File: config.mk
export PLATFORM = sky130hd
export DESIGN_NAME = alu_result_collector
export DESIGN_NICKNAME = d
export VERILOG_FILES = /design/src/rtl/alu_result_collector.sv
export SDC_FILE = /design/constraint.sdc
export NUM_CORES = 1
export LEC_CHECK = 0
export CORE_UTILIZATION = 53
export CTS_CLUSTER_SIZE = 30
export DETAILED_ROUTE_END_ITERATION = 7
export PLACE_DENSITY = 0.95
export SLEW_MARGIN = 0
export SYNTH_ARGS = -nofsm -noshare
export SYNTH_HDL_FRONTEND = slang
export SYNTH_SLANG_ARGS = --single-unit
File: constraint.sdc
create_clock -name i_clk_coll -period 7.9 [get_ports i_clk_coll]
set_input_delay 1.58 -clock i_clk_coll [delete_from_list [all_inputs] [get_ports i_clk_coll]]
set_output_delay 1.58 -clock i_clk_coll [all_outputs]
set_load 0.05 [all_outputs]
File: src/rtl/alu_result_collector.sv
// Write-back collector: picks the flagged ALU unit (ARITH > LOGIC > CMP > SHIFT), tags the
// result with its source and queues it in a show-ahead FIFO drained by a valid/ready handshake.
module alu_result_collector #(
    parameter int unsigned OutWidth = 16,
    parameter int unsigned Depth    = 4,
    localparam int unsigned AddrW   = $clog2(Depth),
    localparam int unsigned CntW    = $clog2(Depth) + 1
) (
    input  logic                i_clk_coll,
    input  logic                i_rst_coll,
    input  logic [OutWidth-1:0] i_arith_out_coll,
    input  logic                i_arith_flag_coll,
    input  logic [OutWidth-1:0] i_logic_out_coll,
    input  logic                i_logic_flag_coll,
    input  logic [OutWidth-1:0] i_cmp_out_coll,
    input  logic                i_cmp_flag_coll,
    input  logic [OutWidth-1:0] i_shift_out_coll,
    input  logic                i_shift_flag_coll,
    output logic [OutWidth-1:0] o_res_data,
    output logic [1:0]          o_res_src,
    output logic                o_res_valid,
    input  logic                i_res_ready,
    output logic [CntW-1:0]     o_res_count,
    output logic                o_fifo_full,
    output logic                o_fifo_empty,
    output logic                o_overflow_err,
    output logic                o_collision_err
);

    logic [OutWidth+1:0] r_mem [Depth];
    logic [AddrW-1:0]    r_wr_ptr;
    logic [AddrW-1:0]    r_rd_ptr;
    logic [CntW-1:0]     r_count;
    logic                r_overflow_err;
    logic                r_collision_err;

    logic [OutWidth-1:0] w_sel_data;
    logic [1:0]          w_sel_src;
    logic                w_any;
    logic                w_collision;
    logic                w_full;
    logic                w_empty;
    logic                w_pop;
    logic                w_push;
    logic                w_drop;
    logic [2:0]          w_nflags;

    always_comb begin
        w_sel_data = '0;
        w_sel_src  = 2'b00;
        if (i_arith_flag_coll) begin
            w_sel_data = i_arith_out_coll;
            w_sel_src  = 2'b00;
        end else if (i_logic_flag_coll) begin
            w_sel_data = i_logic_out_coll;
            w_sel_src  = 2'b01;
        end else if (i_cmp_flag_coll) begin
            w_sel_data = i_cmp_out_coll;
            w_sel_src  = 2'b10;
        end else if (i_shift_flag_coll) begin
            w_sel_data = i_shift_out_coll;
            w_sel_src  = 2'b11;
        end
    end

    assign w_nflags    = {2'b00, i_arith_flag_coll} + {2'b00, i_logic_flag_coll}
                       + {2'b00, i_cmp_flag_coll} + {2'b00, i_shift_flag_coll};
    assign w_any       = (w_nflags != 3'd0);
    assign w_collision = (w_nflags > 3'd1);
    assign w_full      = (r_count == CntW'(Depth));
    assign w_empty     = (r_count == '0);
    assign w_pop       = !w_empty && i_res_ready;
    // A push into a full FIFO is only accepted when the head leaves in the same cycle.
    assign w_push      = w_any && (!w_full || w_pop);
    assign w_drop      = w_any && w_full && !w_pop;

    always_ff @(posedge i_clk_coll) begin
        if (i_rst_coll) begin
            r_wr_ptr        <= '0;
            r_rd_ptr        <= '0;
            r_count         <= '0;
            r_overflow_err  <= 1'b0;
            r_collision_err <= 1'b0;
        end else begin
            if (w_push) begin
                r_mem[r_wr_ptr] <= {w_sel_src, w_sel_data};
                r_wr_ptr        <= r_wr_ptr + 1'b1;
            end
            if (w_pop) begin
                r_rd_ptr <= r_rd_ptr + 1'b1;
            end
            if (w_push && !w_pop) begin
                r_count <= r_count + 1'b1;
            end else if (w_pop && !w_push) begin
                r_count <= r_count - 1'b1;
            end
            if (w_drop) begin
                r_overflow_err <= 1'b1;
            end
            if (w_collision) begin
                r_collision_err <= 1'b1;
            end
        end
    end

    logic [OutWidth+1:0] w_head;
    assign w_head = r_mem[r_rd_ptr];

    assign o_res_data      = w_empty ? '0 : w_head[OutWidth-1:0];
    assign o_res_src       = w_empty ? 2'b00 : w_head[OutWidth+1:OutWidth];
    assign o_res_valid     = !w_empty;
    assign o_res_count     = r_count;
    assign o_fifo_full     = w_full;
    assign o_fifo_empty    = w_empty;
    assign o_overflow_err  = r_overflow_err;
    assign o_collision_err = r_collision_err;

endmodule
; Word-level counts from Yosys, hierarchy flattened
; Memory sizes are Yosys's and may differ from the RTL's. A register that Yosys moved wholly into a read port is not among the register bits.
; Index checks and enable logic that the tools add are counted.
[word_totals]
register_bits = 9
latchBits = 0
ram_bits = 72
romBits = 0
in_bits = 71
output_inout_bits = 26
word_cells = 46
n_memories = 1
[mem_list]
columns = name, words, word_bits, rd, rd_ports_with_merged_regs, wr, line_no
row1 = r_mem, 4, 18, 1, 1, 1, 30  ; logic [OutWidth+1:0] r_mem [Depth];
[op_classes]
n_addsub = 7
n_mul = 0
n_div = 0
magnitude_cmp = 1
eq_ne = 1
shift = 0
n_mux = 17
n_bitwise = 0
n_reduce_logical = 14
[op_table]
columns = cell, n
row1 = 2-to-1 mux 16 bit, 5
row2 = 2-to-1 mux 2 bit, 7
row3 = logical AND 1 bit, 6
row4 = 2-to-1 mux 3 bit, 2
row5 = adder 2 x 1 -> 2 bit (second input constant), 2
row6 = logical NOT 1 bit, 4
row7 = adder 2 x 1 -> 3 bit, 1
row8 = adder 3 x 1 -> 3 bit, 1
row9 = adder 3 x 1 -> 3 bit (second input constant), 1
row10 = equality test 3 bit (second input constant), 1
row11 = greater-than comparator 3 x 1 -> 1 bit (second input constant), 1
row12 = logical NOT 3 bit, 1
row13 = 2-to-1 mux 1 bit, 3
row14 = nonzero test 3 bit, 1
row15 = subtractor 3 x 1 -> 3 bit (second input constant), 1
row16 = adder 1 x 1 -> 2 bit, 1
row17 = nonzero test 2 bit, 1
row18 = logical OR 1 bit, 1

; Logic depth before layout (Yosys ltp)
[logic_depth]
ltp_word = 9
mapped_depth = 16
depth_no_buf = 14

; Worst setup path after synthesis
; No wires, ideal clock.
[synth_path]
kind = input -> register
from = in i_logic_flag_coll
to = reg r_count[2], in the netlist o_res_count[2]
setup_ps = 71
t_arrival_ps = 4528
required_ps = 7829
path_slack_ps = 3301
path_stages = 16
n_path_buf = 2
path_cell_list = buf_2 -> clkinv_1 -> buf_2 -> fa_1 -> inv_1 -> ha_1 -> inv_1 -> ha_1 -> nor3_1 -> nor2_1 -> ha_1 -> inv_1 -> fa_1 -> xor2_1 -> or3_1 -> a21oi_1
[synth_between]
elab_chain_len = 8
elab_cells_between_ends = 10
cone_classes = add/sub: 3 / mux: 1 / reduce/logical: 6
[synth_lines]
columns = element, line_no
row1 = start: declaration, 14  ; input logic i_logic_flag_coll,
row2 = adder 1 x 1 -> 2 bit (*), 66  ; assign w_nflags = {2'b00, i_arith_flag_coll} + {2'b00, i_logic_flag_coll}
row3 = adder 2 x 1 -> 3 bit (*), 67  ; + {2'b00, i_cmp_flag_coll} + {2'b00, i_shift_flag_coll};
row4 = adder 3 x 1 -> 3 bit (*), 67
row5 = nonzero test 3 bit (*), 68  ; assign w_any = (w_nflags != 3'd0);
row6 = logical AND 1 bit (*), 74  ; assign w_push = w_any && (!w_full || w_pop);
row7 = logical NOT 1 bit, 94  ; end else if (w_pop && !w_push) begin
row8 = logical AND 1 bit, 94
row9 = nonzero test 2 bit (no source line), n/a
row10 = end signal: assignment, 93  ; r_count <= r_count + 1'b1;
row11 = end signal: assignment, 95  ; r_count <= r_count - 1'b1;
row12 = end: declaration, 33  ; logic [CntW-1:0] r_count;
; Mark *: on every way between the ends. The rest lies on a longest branch, timed or not.
; A chain may end at the register's enable or synchronous reset.

; Final worst setup path
; Same ends and word-level chain as after synthesis.

==> metrics.txt <==
TritonCTS clock tree yes; share of cells above drive strength 1 8.84%; post-synthesis sequential area ratio between 60% and 70%; DRT iter0 DRCs 139; R2R depth 8; worst rel slew slack 22.5%; Fin Setup TNS 0 ns; synth warn 0; run status complete, no violations; Syn Std Cell Area 3900 um^2; GP Congestion ~0.74; Area Growth Syn to Fin 30.0%; Lkg Pwr 1.76 nW; Yosys cell types 33; # fillers 430; critical path endpoint category register; syn_nets approximately 350; worst-margin pin slew 1.16 ns; critical-path cell list clkdlybuf4s50_1, clkinv_1, fa_1, inv_1, ha_1, inv_1, ha_1, nor3_1, nor2_1, ha_1, inv_1, fa_1, xor2_1, or3_1, a21oi_1; Hold EP o_collision_err$_SDFFE_PP0N_; final wirelength 8890 um; clk buf depth 2; RSZ-0062 raised after global routing false; number of remaining DRC errors 0; main flop type after synthesis edfxtp_1; Worst path max stage delay 1.00 ns; critical path data required time slightly above 8 ns; fin worst setup slack 1.95 ns; Cell Rows 30; first-pass GRT wire length 13500 um; Starting Density 56.2%; I/O pins 97; crit-path max FO 19; Avg Vias per Cell 5.80; R2R Path End o_res_count[2]$_SDFFE_PP0P_; hold_sp o_collision_err$_SDFFE_PP0N_; Worst Skew 0.00802 ns; hold-critical path depth 2; clk sinks 83; max_cap viols 0; Final Cycle Share 75.3%; crit path DAT around 6.2 ns; r2r setup slk 5.61 ns; synth top area cells edfxtp_1 (55%), mux4_2 (5.8%), dfxtp_1 (5.6%); final hold slack just under 0.5 ns; pre-CTS setup slack 1.62 ns; post-CTS setup buffer count 0; Num CTS Buffers 9; clk root buf clkbuf_8; H-tree levels 3; Post-synth EDFFs 72; grt ovf 0; via count 2658; type of the worst setup path in2reg; clock slew at reported path FFs 0.08 ns; post-synthesis area per instance 14.7 um^2; die height between 80 and 90 um; ANT cells 0; die width 87.8 um; WL/cell slightly below 20 um; area leader, netlist edfxtp_1; Yosys top cell area share 55.4%; GRT Total Usage 24.8%; cells after synthesis 266; Routed Antenna Nets 0; synthesis-stage register bit count 83; fin nets 439; count leader, synth edfxtp_1; core area 6940 um^2; vias in the first global route 2771; Max Slew Vio Count 0; crit path launch type primary input; die area 7710 um^2; cts hold-fix bufs 0; Clock Latency Late Sink 0.34 ns; post-synthesis async set-or-reset flop share 0%; Final min period 5.95 ns; Post-CTS Resized 0; slowest CP cell clkdlybuf4s50_1; Max VDD drop 0.208 mV; most frequent cells after synthesis edfxtp_1 (72), nor2_1 (27), nand2_1 (17); DP HPWL 6010 um; initial antenna violation count 0; Tot Pwr approximately 1.5 mW; fmax 168 MHz; largest net degree at the start of global routing 35; hold crit path type reg2reg; pwr dens 305 nW/um^2; Port Buffers 96; Fin. Hold Viols 0; Reg-to-Reg Start o_res_count[1]$_SDFFE_PP0P_; Pre-antenna DRT Iters 4; final setup violating endpoints 0
cell families (layout without fill, tap and decap cells):
kind of cell | after synthesis | after routing | share of synthesized area (%)
flip-flops | 83 | 83 | 61.0
AND/OR/NAND/NOR | 78 | 78 | 10.6
AO/OA/AOI/OAI | 41 | 41 | 7.88
buffers and inverters | 29 | 125 | 3.97
multiplexers | 22 | 22 | 12.2
adder cells (fa/ha/maj) | 10 | 10 | 3.59
XOR/XNOR | 3 | 3 | 0.673
area by class of cell:
type                    instances  area, um^2  share of cell area (%)
multi-input cells             154        1370                    27.0
flip-flops and latches         83        2380                    47.0
inverters                      11        41.3                   0.814
repair buffers                 99         983                    19.4
well taps                      96         120                    2.37
clock inverters                 3        40.0                   0.789
clock buffers                  12         135                    2.66
power by group:
| group | internal, mW | total (mW) | leakage [nW] | switching [mW] |
|---|---|---|---|---|
| clock network | 0.144 | 0.280 | 0.0902 | 0.136 |
| registers | 0.547 | 0.602 | 0.753 | 0.0550 |
| logic | 0.269 | 0.667 | 0.921 | 0.398 |
worst max-delay path, delay by kind of cell:
family / cells / cell delay [ns]
buf+inv: 5 / 1.95
fa+ha+maj: 5 / 1.75
simple gates: 3 / 0.61
xor+xnor: 1 / 0.16
compound gates: 1 / 0.15
registers in the layout, summed over array words and instances (netlist names), named ones only:
signal	flops
r_mem	72
r_wr_ptr	2
r_rd_ptr	2
o_collision_err	1
o_overflow_err	1
o_res_count	3
worst max-delay path by stage:
stage / from / to / cells after the start
final: i_logic_flag_coll / o_res_count[2]$_SDFFE_PP0P_ / 15
after global routing: i_logic_flag_coll / o_res_count[2]$_SDFFE_PP0P_ / 15
after CTS: i_logic_flag_coll / o_res_count[2]$_SDFFE_PP0P_ / 15
after detailed placement: i_logic_flag_coll / o_res_count[2]$_SDFFE_PP0P_ / 15
after global placement: i_logic_flag_coll / o_res_count[2]$_SDFFE_PP0P_ / 15
after floorplan: i_logic_flag_coll / o_res_count[2]$_SDFFE_PP0P_ / 16
stage by stage:
step                instances  area, um^2  util [%]
floorplan                 266        3900         -
global placement          443        4900      70.5
detailed placement        443        4900      70.5
CTS                       458        5070      73.1
global route              458        5070      73.1
finish                    458        5070      73.1
routing by layer:
layer | global-route usage [%] | wire length, um | vias to the layer above
li1 | - | - | 1203
met1 | 28.5 | 3390 | 1294
met2 | 43.6 | 4500 | 143
met3 | 6.22 | 739 | 18
met4 | 11.8 | 259 | 0
met5 | 0 | 0 | -
placed cells by master (no fill, tap or decap), types with 2 or more instances in the layout:
| master | Yosys | final |
|---|---|---|
| inv_1 | 10 | 10 |
| clkdlybuf4s50_1 | 0 | 96 |
| clkbuf_8 | 0 | 9 |
| mux2i_1 | 2 | 2 |
| buf_4 | 2 | 3 |
| or3_1 | 3 | 3 |
| and2_1 | 4 | 4 |
| nand2b_1 | 2 | 2 |
| nor2b_4 | 3 | 3 |
| nand2_1 | 17 | 17 |
| nor2_1 | 27 | 27 |
| nor2b_1 | 16 | 16 |
| ha_1 | 8 | 8 |
| mux2_2 | 2 | 2 |
| clkbuf_1 | 6 | 3 |
| mux4_1 | 8 | 8 |
| edfxtp_1 | 72 | 72 |
| fa_1 | 2 | 2 |
| a221oi_1 | 15 | 15 |
| o31ai_1 | 16 | 16 |
| o21ai_0 | 3 | 3 |
| mux4_2 | 10 | 10 |
| xor2_1 | 3 | 3 |
| dfxtp_1 | 11 | 11 |
| a21oi_1 | 5 | 5 |
| nor3_1 | 4 | 3 |
| clkinv_2 | 0 | 2 |
Power figures use the tool's default switching activity.
